<file path="config.mk">
export PLATFORM = sky130hd
export DESIGN_NAME = multicycle_controller_flat
export DESIGN_NICKNAME = d
export VERILOG_FILES = /design/src/rtl/multicycle_controller_if.sv /design/src/rtl/multicycle_controller.sv /design/src/flat_wrapper.sv
export SDC_FILE = /design/constraint.sdc
export NUM_CORES = 1
export LEC_CHECK = 0
export CORE_UTILIZATION = 33
export DETAILED_ROUTE_END_ITERATION = 10
export PLACE_DENSITY = 0.77
export SETUP_SLACK_MARGIN = 0.1
export SLEW_MARGIN = 10
export SYNTH_ARGS = -nofsm -noshare
export SYNTH_HDL_FRONTEND = slang
export SYNTH_SLANG_ARGS = --single-unit
</file>
<file path="constraint.sdc">
create_clock -name clk -period 2.2 [get_ports clk]
set_input_delay 0.66 -clock clk [delete_from_list [all_inputs] [get_ports clk]]
set_output_delay 0.66 -clock clk [all_outputs]
set_load 0.03 [all_outputs]
</file>
<file path="src/rtl/multicycle_controller_if.sv">
// Control bundle between the RV32I multicycle datapath and its controller.
// The controller drives the selects and enables; the datapath returns the instruction fields and the zero flag.
interface multicycle_controller_if;
    logic [6:0] opcode;
    logic [2:0] funct3;
    logic       funct7_5;
    logic       zero;

    logic       pc_write;
    logic       adr_src;
    logic       mem_write;
    logic       ir_write;
    logic       reg_write;
    logic [1:0] result_src;
    logic [1:0] alu_src_a;
    logic [1:0] alu_src_b;
    logic [1:0] imm_src;
    logic [2:0] alu_control;
    logic       instr_done;
    logic       illegal;
    logic [3:0] state;

    modport master (
        input  opcode, funct3, funct7_5, zero,
        output pc_write, adr_src, mem_write, ir_write, reg_write,
               result_src, alu_src_a, alu_src_b, imm_src, alu_control,
               instr_done, illegal, state
    );

    modport slave (
        output opcode, funct3, funct7_5, zero,
        input  pc_write, adr_src, mem_write, ir_write, reg_write,
               result_src, alu_src_a, alu_src_b, imm_src, alu_control,
               instr_done, illegal, state
    );
endinterface

</file>
<file path="src/rtl/multicycle_controller.sv">
// Moore control FSM for the multicycle RV32I core: one shared ALU and one unified memory,
// sequenced over 2 to 5 cycles per instruction.
module multicycle_controller (
    input  logic                          clk,
    input  logic                          reset,
    multicycle_controller_if.master       ctrl
);

    typedef enum logic [3:0] {
        S_FETCH    = 4'd0,
        S_DECODE   = 4'd1,
        S_MEMADR   = 4'd2,
        S_MEMREAD  = 4'd3,
        S_MEMWB    = 4'd4,
        S_MEMWRITE = 4'd5,
        S_EXECUTER = 4'd6,
        S_EXECUTEI = 4'd7,
        S_ALUWB    = 4'd8,
        S_BEQ      = 4'd9,
        S_JAL      = 4'd10
    } state_e;

    localparam logic [6:0] OP_LOAD   = 7'b0000011;
    localparam logic [6:0] OP_STORE  = 7'b0100011;
    localparam logic [6:0] OP_REG    = 7'b0110011;
    localparam logic [6:0] OP_IMM    = 7'b0010011;
    localparam logic [6:0] OP_BRANCH = 7'b1100011;
    localparam logic [6:0] OP_JAL    = 7'b1101111;

    localparam logic [2:0] ALU_ADD = 3'b000;
    localparam logic [2:0] ALU_SUB = 3'b001;
    localparam logic [2:0] ALU_AND = 3'b010;
    localparam logic [2:0] ALU_OR  = 3'b011;
    localparam logic [2:0] ALU_SLT = 3'b101;

    state_e     state_q, state_d, cur_state;
    logic [1:0] alu_op;
    logic       pc_update, branch;
    logic       adr_src, mem_write, ir_write, reg_write, instr_done, illegal;
    logic [1:0] result_src, alu_src_a, alu_src_b, imm_src;
    logic [2:0] alu_control;

    // NOTE: sequential state uses non-blocking assignment so every flop samples pre-edge values.
    always_ff @(posedge clk) begin
        if (reset) state_q <= S_FETCH;
        else       state_q <= state_d;
    end

    // NOTE: every variable gets a default before the case so no path leaves one unassigned (no latches).
    always_comb begin
        // While reset is held the outputs present FETCH, whatever the register holds.
        cur_state  = reset ? S_FETCH : state_q;
        state_d    = S_FETCH;
        alu_op     = 2'b00;
        pc_update  = 1'b0;
        branch     = 1'b0;
        adr_src    = 1'b0;
        mem_write  = 1'b0;
        ir_write   = 1'b0;
        reg_write  = 1'b0;
        instr_done = 1'b0;
        illegal    = 1'b0;
        result_src = 2'b00;
        alu_src_a  = 2'b00;
        alu_src_b  = 2'b00;

        case (cur_state)
            S_FETCH: begin
                ir_write   = 1'b1;
                alu_src_b  = 2'b10;
                result_src = 2'b10;
                pc_update  = 1'b1;
                state_d    = S_DECODE;
            end
            S_DECODE: begin
                alu_src_a = 2'b01;
                alu_src_b = 2'b01;
                case (ctrl.opcode)
                    OP_LOAD, OP_STORE: state_d = S_MEMADR;
                    OP_REG:            state_d = S_EXECUTER;
                    OP_IMM:            state_d = S_EXECUTEI;
                    OP_BRANCH:         state_d = S_BEQ;
                    OP_JAL:            state_d = S_JAL;
                    default: begin
                        illegal    = 1'b1;
                        instr_done = 1'b1;
                        state_d    = S_FETCH;
                    end
                endcase
            end
            S_MEMADR: begin
                alu_src_a = 2'b10;
                alu_src_b = 2'b01;
                state_d   = (ctrl.opcode == OP_STORE) ? S_MEMWRITE : S_MEMREAD;
            end
            S_MEMREAD: begin
                adr_src = 1'b1;
                state_d = S_MEMWB;
            end
            S_MEMWB: begin
                result_src = 2'b01;
                reg_write  = 1'b1;
                instr_done = 1'b1;
            end
            S_MEMWRITE: begin
                adr_src    = 1'b1;
                mem_write  = 1'b1;
                instr_done = 1'b1;
            end
            S_EXECUTER: begin
                alu_src_a = 2'b10;
                alu_op    = 2'b10;
                state_d   = S_ALUWB;
            end
            S_EXECUTEI: begin
                alu_src_a = 2'b10;
                alu_src_b = 2'b01;
                alu_op    = 2'b10;
                state_d   = S_ALUWB;
            end
            S_ALUWB: begin
                reg_write  = 1'b1;
                instr_done = 1'b1;
            end
            S_BEQ: begin
                alu_src_a  = 2'b10;
                alu_op     = 2'b01;
                branch     = 1'b1;
                instr_done = 1'b1;
            end
            S_JAL: begin
                alu_src_a = 2'b01;
                alu_src_b = 2'b10;
                pc_update = 1'b1;
                state_d   = S_ALUWB;
            end
            default: state_d = S_FETCH;
        endcase

        // An abandoned instruction must not commit anything in the reset cycle.
        if (reset) begin
            pc_update  = 1'b0;
            branch     = 1'b0;
            ir_write   = 1'b0;
            mem_write  = 1'b0;
            reg_write  = 1'b0;
            instr_done = 1'b0;
            illegal    = 1'b0;
        end
    end

    always_comb begin
        alu_control = ALU_ADD;
        case (alu_op)
            2'b01: alu_control = ALU_SUB;
            2'b10: begin
                case (ctrl.funct3)
                    3'b000:  alu_control = (ctrl.opcode[5] & ctrl.funct7_5) ? ALU_SUB : ALU_ADD;
                    3'b010:  alu_control = ALU_SLT;
                    3'b110:  alu_control = ALU_OR;
                    3'b111:  alu_control = ALU_AND;
                    default: alu_control = ALU_ADD;
                endcase
            end
            default: alu_control = ALU_ADD;
        endcase
    end

    always_comb begin
        imm_src = 2'b00;
        case (ctrl.opcode)
            OP_STORE:  imm_src = 2'b01;
            OP_BRANCH: imm_src = 2'b10;
            OP_JAL:    imm_src = 2'b11;
            default:   imm_src = 2'b00;
        endcase
    end

    assign ctrl.pc_write    = pc_update | (branch & ctrl.zero);
    assign ctrl.adr_src     = adr_src;
    assign ctrl.mem_write   = mem_write;
    assign ctrl.ir_write    = ir_write;
    assign ctrl.reg_write   = reg_write;
    assign ctrl.result_src  = result_src;
    assign ctrl.alu_src_a   = alu_src_a;
    assign ctrl.alu_src_b   = alu_src_b;
    assign ctrl.imm_src     = imm_src;
    assign ctrl.alu_control = alu_control;
    assign ctrl.instr_done  = instr_done;
    assign ctrl.illegal     = illegal;
    assign ctrl.state       = cur_state;

endmodule

</file>
<file path="src/flat_wrapper.sv">
// flat-port wrapper written by rule: the top's interface ports become plain ports
module multicycle_controller_flat 
  (clk, reset, ctrl_opcode, ctrl_funct3, ctrl_funct7_5, ctrl_zero, ctrl_pc_write, ctrl_adr_src, ctrl_mem_write, ctrl_ir_write, ctrl_reg_write, ctrl_result_src, ctrl_alu_src_a, ctrl_alu_src_b, ctrl_imm_src, ctrl_alu_control, ctrl_instr_done, ctrl_illegal, ctrl_state);
  multicycle_controller_if ctrl_i ();
  input  logic clk;
  input  logic reset;
  input wire logic [$bits(ctrl_i.opcode)-1:0] ctrl_opcode;
  input wire logic [$bits(ctrl_i.funct3)-1:0] ctrl_funct3;
  input wire logic [$bits(ctrl_i.funct7_5)-1:0] ctrl_funct7_5;
  input wire logic [$bits(ctrl_i.zero)-1:0] ctrl_zero;
  output wire logic [$bits(ctrl_i.pc_write)-1:0] ctrl_pc_write;
  output wire logic [$bits(ctrl_i.adr_src)-1:0] ctrl_adr_src;
  output wire logic [$bits(ctrl_i.mem_write)-1:0] ctrl_mem_write;
  output wire logic [$bits(ctrl_i.ir_write)-1:0] ctrl_ir_write;
  output wire logic [$bits(ctrl_i.reg_write)-1:0] ctrl_reg_write;
  output wire logic [$bits(ctrl_i.result_src)-1:0] ctrl_result_src;
  output wire logic [$bits(ctrl_i.alu_src_a)-1:0] ctrl_alu_src_a;
  output wire logic [$bits(ctrl_i.alu_src_b)-1:0] ctrl_alu_src_b;
  output wire logic [$bits(ctrl_i.imm_src)-1:0] ctrl_imm_src;
  output wire logic [$bits(ctrl_i.alu_control)-1:0] ctrl_alu_control;
  output wire logic [$bits(ctrl_i.instr_done)-1:0] ctrl_instr_done;
  output wire logic [$bits(ctrl_i.illegal)-1:0] ctrl_illegal;
  output wire logic [$bits(ctrl_i.state)-1:0] ctrl_state;
  assign ctrl_i.opcode = ctrl_opcode;
  assign ctrl_i.funct3 = ctrl_funct3;
  assign ctrl_i.funct7_5 = ctrl_funct7_5;
  assign ctrl_i.zero = ctrl_zero;
  assign ctrl_pc_write = ctrl_i.pc_write;
  assign ctrl_adr_src = ctrl_i.adr_src;
  assign ctrl_mem_write = ctrl_i.mem_write;
  assign ctrl_ir_write = ctrl_i.ir_write;
  assign ctrl_reg_write = ctrl_i.reg_write;
  assign ctrl_result_src = ctrl_i.result_src;
  assign ctrl_alu_src_a = ctrl_i.alu_src_a;
  assign ctrl_alu_src_b = ctrl_i.alu_src_b;
  assign ctrl_imm_src = ctrl_i.imm_src;
  assign ctrl_alu_control = ctrl_i.alu_control;
  assign ctrl_instr_done = ctrl_i.instr_done;
  assign ctrl_illegal = ctrl_i.illegal;
  assign ctrl_state = ctrl_i.state;
  multicycle_controller u_core (.clk(clk), .reset(reset), .ctrl(ctrl_i));
endmodule
</file>
Yosys cells after proc, flatten, opt, wreduce, memory -nomap -nowiden
Index checks and enable logic that the tools add are counted.

cells by class
  muxes and demuxes = 28
  reductions and logical operators = 13
  equal/unequal tests = 21
  bitwise logic cells = 3

operators with widths
  operator                                        number
  one-hot mux 4 bit (5 select lines)              2
  == test 4 x 3 -> 1 bit (second input constant)  4
  2-to-1 mux 1 bit                                16
  one-hot mux 2 bit (2 select lines)              4
  == test 7 x 6 -> 1 bit (second input constant)  2
  == test 7 bit (second input constant)           2
  == test 4 bit (second input constant)           3
  one-hot mux 3 bit (4 select lines)              1
  OR reduction 2 bit                              6
  == test 4 x 2 -> 1 bit (second input constant)  2
  OR reduction 4 bit                              2
  == test 7 x 2 -> 1 bit (second input constant)  1
  == test 7 x 5 -> 1 bit (second input constant)  1
  == test 3 bit (second input constant)           2
  one-hot mux 2 bit (3 select lines)              1
  one-hot mux 3 bit (2 select lines)              1
  OR reduction 3 bit                              2
  OR reduction 6 bit                              1
  == test 4 x 1 -> 1 bit (second input constant)  1
  zero test 4 bit                                 1
  2-to-1 mux 4 bit                                1
  == test 3 x 2 -> 1 bit (second input constant)  1
  zero test 3 bit                                 1
  2-to-1 mux 3 bit                                1
  5 further kinds                                 6

storage, ports and cells
  input port bits = 14
  output and inout bits = 22
  register bits after elaboration = 4
  word-level logic and storage cells = 66

Logic depth before layout (Yosys ltp)
  depth after elaboration = 6
  depth in mapped cells = 8
  gate-level depth less buffers = 8

Worst setup path after synthesis
No wires, ideal clock.

  path type = input to output
  from = input ctrl_opcode[6]
  to = output ctrl_instr_done
  path slack = -0.761 ns
  required time = 1.540 ns
  path buffers = 1
  data arrival time = 2.301 ns
  cell stages on the path = 5
  cell sequence = clkbuf_1 > or3_1 > a21oi_1 > a211oi_2 > nand2b_1

on the way
  cells in the longest elaborated chain, start to end = 5
  elaborated cells between the ends (all ways) = 10
  those cells by class = eq/ne (6); mux (3); reduce/logical (1)

RTL lines
  element                                         line                          source
  start, declared                                 flat_wrapper.sv:7             input wire logic [$bits(ctrl_i.opcode)-1:0] ctrl_opcode;
  == test 7 x 2 -> 1 bit (tied with other cells)  multicycle_controller.sv:78   case (ctrl.opcode)
  OR reduction 6 bit (no line) (*)                n/a
  2-to-1 mux 1 bit (*)                            multicycle_controller.sv:78
  one-hot mux 1 bit (2 select lines) (*)          multicycle_controller.sv:67   case (cur_state)
  2-to-1 mux 1 bit (*)                            multicycle_controller.sv:141  if (reset) begin
  end, declared                                   flat_wrapper.sv:21            output wire logic [$bits(ctrl_i.instr_done)-1:0] ctrl_instr_done;

Mark *: on every way between the ends. The rest lies on a longest branch, timed or not.

Final worst setup path
  from = input reset
  to = output ctrl_alu_control[1]

on the way
  cells in the longest elaborated chain, start to end = 6
  elaborated cells between the ends (all ways) = 9
  those cells by class = eq/ne (5); mux (3); reduce/logical (1)

RTL lines
  element                                                         line                          source
  start, declared                                                 flat_wrapper.sv:6             input logic reset;
  2-to-1 mux 4 bit (*)                                            multicycle_controller.sv:52   cur_state = reset ? S_FETCH : state_q;
  == test 4 x 3 -> 1 bit                                          multicycle_controller.sv:67
  OR reduction 2 bit (no line)                                    n/a
  one-hot mux 2 bit (2 select lines) (*)                          multicycle_controller.sv:67
  == test 2 bit / == test 2 x 1 -> 1 bit (equally long branches)  multicycle_controller.sv:154  case (alu_op)
  one-hot mux 3 bit (2 select lines) (*)                          multicycle_controller.sv:154
  end, declared                                                   flat_wrapper.sv:20            output wire logic [$bits(ctrl_i.alu_control)-1:0] ctrl_alu_control;

Marks and branches as above.

==> flow_metrics.tcl <==
set metrics [dict create \
    route.detailed.wl_per_inst_um 14.8 \
    worst_hold_path.num_cells 2 \
    number_of_levels_in_the_clock_h_tree 1 \
    worst-path-max-fanout 4 \
    std_cell_rows 15 \
    vias 998 \
    port-buffer-count 35 \
    drive_gt1_frac 0.669 \
    cts_tree "built" \
    r2r-end "u_core.state_q[1]" \
    worst_ep_required_time_ps 1540 \
    grt_antenna_before_repair 0 \
    largest_net_degree_at_the_start_of_global_routing 13 \
    cts.reportedPaths.clkPinSlew_ps 40 \
    holdCritPathClass "register to register" \
    fmax_ghz 0.398 \
    n_antenna_cell 0 \
    setup_viol 6 \
    ys_warn_count 0 \
    regToRegStartpoint "u_core.state_q[3]" \
    viasPerCell 5.14 \
    track_usage 0.265 \
    worst_ir_drop_vdd_uv 237 \
    run_status "finished with violations" \
    floorplan.initialDensity 0.349 \
    clockBufferDepth 2 \
    num-nets-final 187 \
    critical_path.top_delay_family "simple AND/OR/NAND/NOR gates" \
    clock_latency_ps 240 \
    critical-path-max-stage-delay_ps 340 \
    number_of_global_route_vias_before_repair 935 \
    flip_flop_count_of_the_largest_register_all_copies_and_words_added 4 \
    routed_wirelength_um 2880 \
    critical_path.endpoint_type "output port" \
    final_cells 194 \
    seq_area_frac_synth 0.133 \
    num-fill-cells 103 \
    routabilityCongestion 0.803 \
    dr.pass1.iters 4 \
    syn2layout_area_growth_pct 149 \
    fin_ws_ps -313 \
    largest_register "u_core.state_q" \
    floorplan.core_area_um2 1730 \
    hpwlAfterDp_um 1770 \
    die_area_um2 2000 \
    synth.net_count 113 \
    crit_start "reset" \
    reg2reg_slack_ps 890 \
    syn-instance-count 97 \
    synthesis.area_per_instance_um2 6.22 \
    failed_checks "negative setup slack" \
    layout.cells.most_common "buf_4" \
    post-route-drc-count 0 \
    cp_num_buf_inv 4 \
    final-hold-violation-count 0 \
    grt_overflow 0 \
    synth.ff_latch_count 4 \
    drt_iter0_drc 16 \
    worst-r2r-cell-count 5 \
    finalCritPeriodShare 1.14 \
    worst_slew_margin_relative_to_its_limit 0.787 \
    biggest_registers_after_layout "u_core.state_q: 4 flops" \
    critical_path.slowest_cell "or3_4" \
    ios 36 \
    cts_hold_buf 0 \
    clock_tree.root_cell "clkbuf_4" \
    unrepaired_setup_endpoints_after_global_routing "true" \
    timing_max_transition_violations_final 0 \
    syn_std_cell_area_um2 603 \
    final.min_clock_period_ps 2510 \
    fp.dieW_um 44.8 \
    placed_cells 184 \
    powerDensity_nw_per_um2 252 \
    hold_path.startpoint "u_core.state_q[3]" \
    die_h_um 44.8 \
    final.setup.tns_ps -1230 \
    static-leakage-power_nw 0.694 \
    yosys.cell_types.count 30 \
    timing_worst_slew_pin_value_ps 315 \
    cp.arrival_ps 1850 \
    finish.instance_area_um2 1500 \
    worst_clock_skew_ps 0.738 \
    first_pass_grt_wire_length_um 3930 \
    most-common-layout-cells "buf_4, buf_6, nor2_1" \
    tritoncts.num_buffers 3 \
    cp_cell_sequence "buf_12 -> inv_16 -> nand2_4 -> or3_4 -> inv_4 -> ha_4 -> nor3b_4 -> buf_6" \
    holdWs_ps 639 \
    postPlaceCellArea_um2 1270 \
    critical_path_source_type "input pin" \
    max_cap_violations 0 \
    worstSetupPathType "input pin to output port" \
    final_core_util 0.871 \
    numClockSinks 4 \
    whs_endpoint "u_core.state_q[0]" \
    drtAntennaViolNets 0 \
]
-- synthesized netlist by cell type, drive strengths merged --
cell type / instances / area share
a211oi: 2 / 0.033
a21oi: 5 / 0.041
a31oi: 2 / 0.021
buf: 1 / 0.0083
clkbuf: 5 / 0.031
dfxtp: 4 / 0.13
ha: 2 / 0.041
inv: 8 / 0.050
nand2: 7 / 0.044
nand2b: 5 / 0.052
nand3: 5 / 0.041
nand3b: 1 / 0.012
nand4b: 1 / 0.015
nand4bb: 1 / 0.019
nor2: 14 / 0.087
nor2b: 6 / 0.062
nor3: 5 / 0.041
nor3b: 2 / 0.025
o21ai: 6 / 0.050
o21bai: 1 / 0.012
o31a: 1 / 0.015
o31ai: 1 / 0.012
o41ai: 2 / 0.029
or2: 2 / 0.021
or3: 3 / 0.031
or3b: 1 / 0.015
xnor2: 3 / 0.044
xor2: 1 / 0.015
-- worst reg2reg max path, cell delays in order, from the launching register on --
cell	delay, ps
dfxtp_2	340
or3b_4	400
buf_4	160
nor2_1	110
o21ai_0	100
o41ai_1	70
-- area by class of cell --
cell class                      count  area, µm²  area share
Sequential cell                     4       86.3      0.0574
Inverter                            8       48.8      0.0324
Multi-Input combinational cell     79        671       0.446
Clock buffer                        3       22.5      0.0150
Tap cell                           25       31.3      0.0208
Timing Repair Buffer               75        644       0.428
-- layer usage --
layer,part of all wire,GRT usage,routed length (µm),vias up
met2,0.57,0.509,1650,35
li1,-,-,-,479
met5,0,0,0,-
met3,0.033,0.0280,96,4
met1,0.38,0.278,1090,480
met4,0.011,0.145,33,0
-- how the worst max path moves through the flow --
| stage | endpoint | slack, ps | cells after the start |
|---|---|---|---|
| detailed placement | ctrl_alu_control[1] | -760 | 9 |
| CTS | ctrl_alu_control[1] | -390 | 9 |
| floorplan | ctrl_instr_done | -370 | 5 |
| global route | ctrl_alu_control[1] | -350 | 9 |
| finish | ctrl_alu_control[1] | -310 | 8 |
| global placement | ctrl_alu_control[1] | -760 | 9 |
-- cell families after synthesis --
| family | synth area share |
|---|---|
| DFF | 0.133 |
| xor gates and xnor gates | 0.0581 |
| AOI/OAI and AO/OA | 0.214 |
| and+or+nand+nor | 0.465 |
| adders and majority gates | 0.0415 |
| buffers and inverters | 0.0892 |
-- what timing repair did --
| item | 4_1_cts | 5_1_grt |
|---|---|---|
| pin swaps | 11 | 9 |
| cloned | 0 | 0 |
| gates resized for setup | 65 | 24 |
| setup endpoints to repair | 22 | 17 |
| buffers inserted | 2 | 6 |
-- per-stage QoR --
stage,power [mW],setup slack [ps]
after floorplan,0.156,-370
after global placement,0.243,-762
after detailed placement,0.247,-756
after CTS,0.358,-393
after global routing,0.393,-349
final,0.380,-313
-- power breakdown --
| part | switching, mW | internal (mW) |
|---|---|---|
| Sequential | 0.00194 | 0.0740 |
| Clock | 0.0319 | 0.0611 |
| Combinational | 0.101 | 0.110 |
| Total | 0.135 | 0.245 |
(Power assumes the default switching activity.)
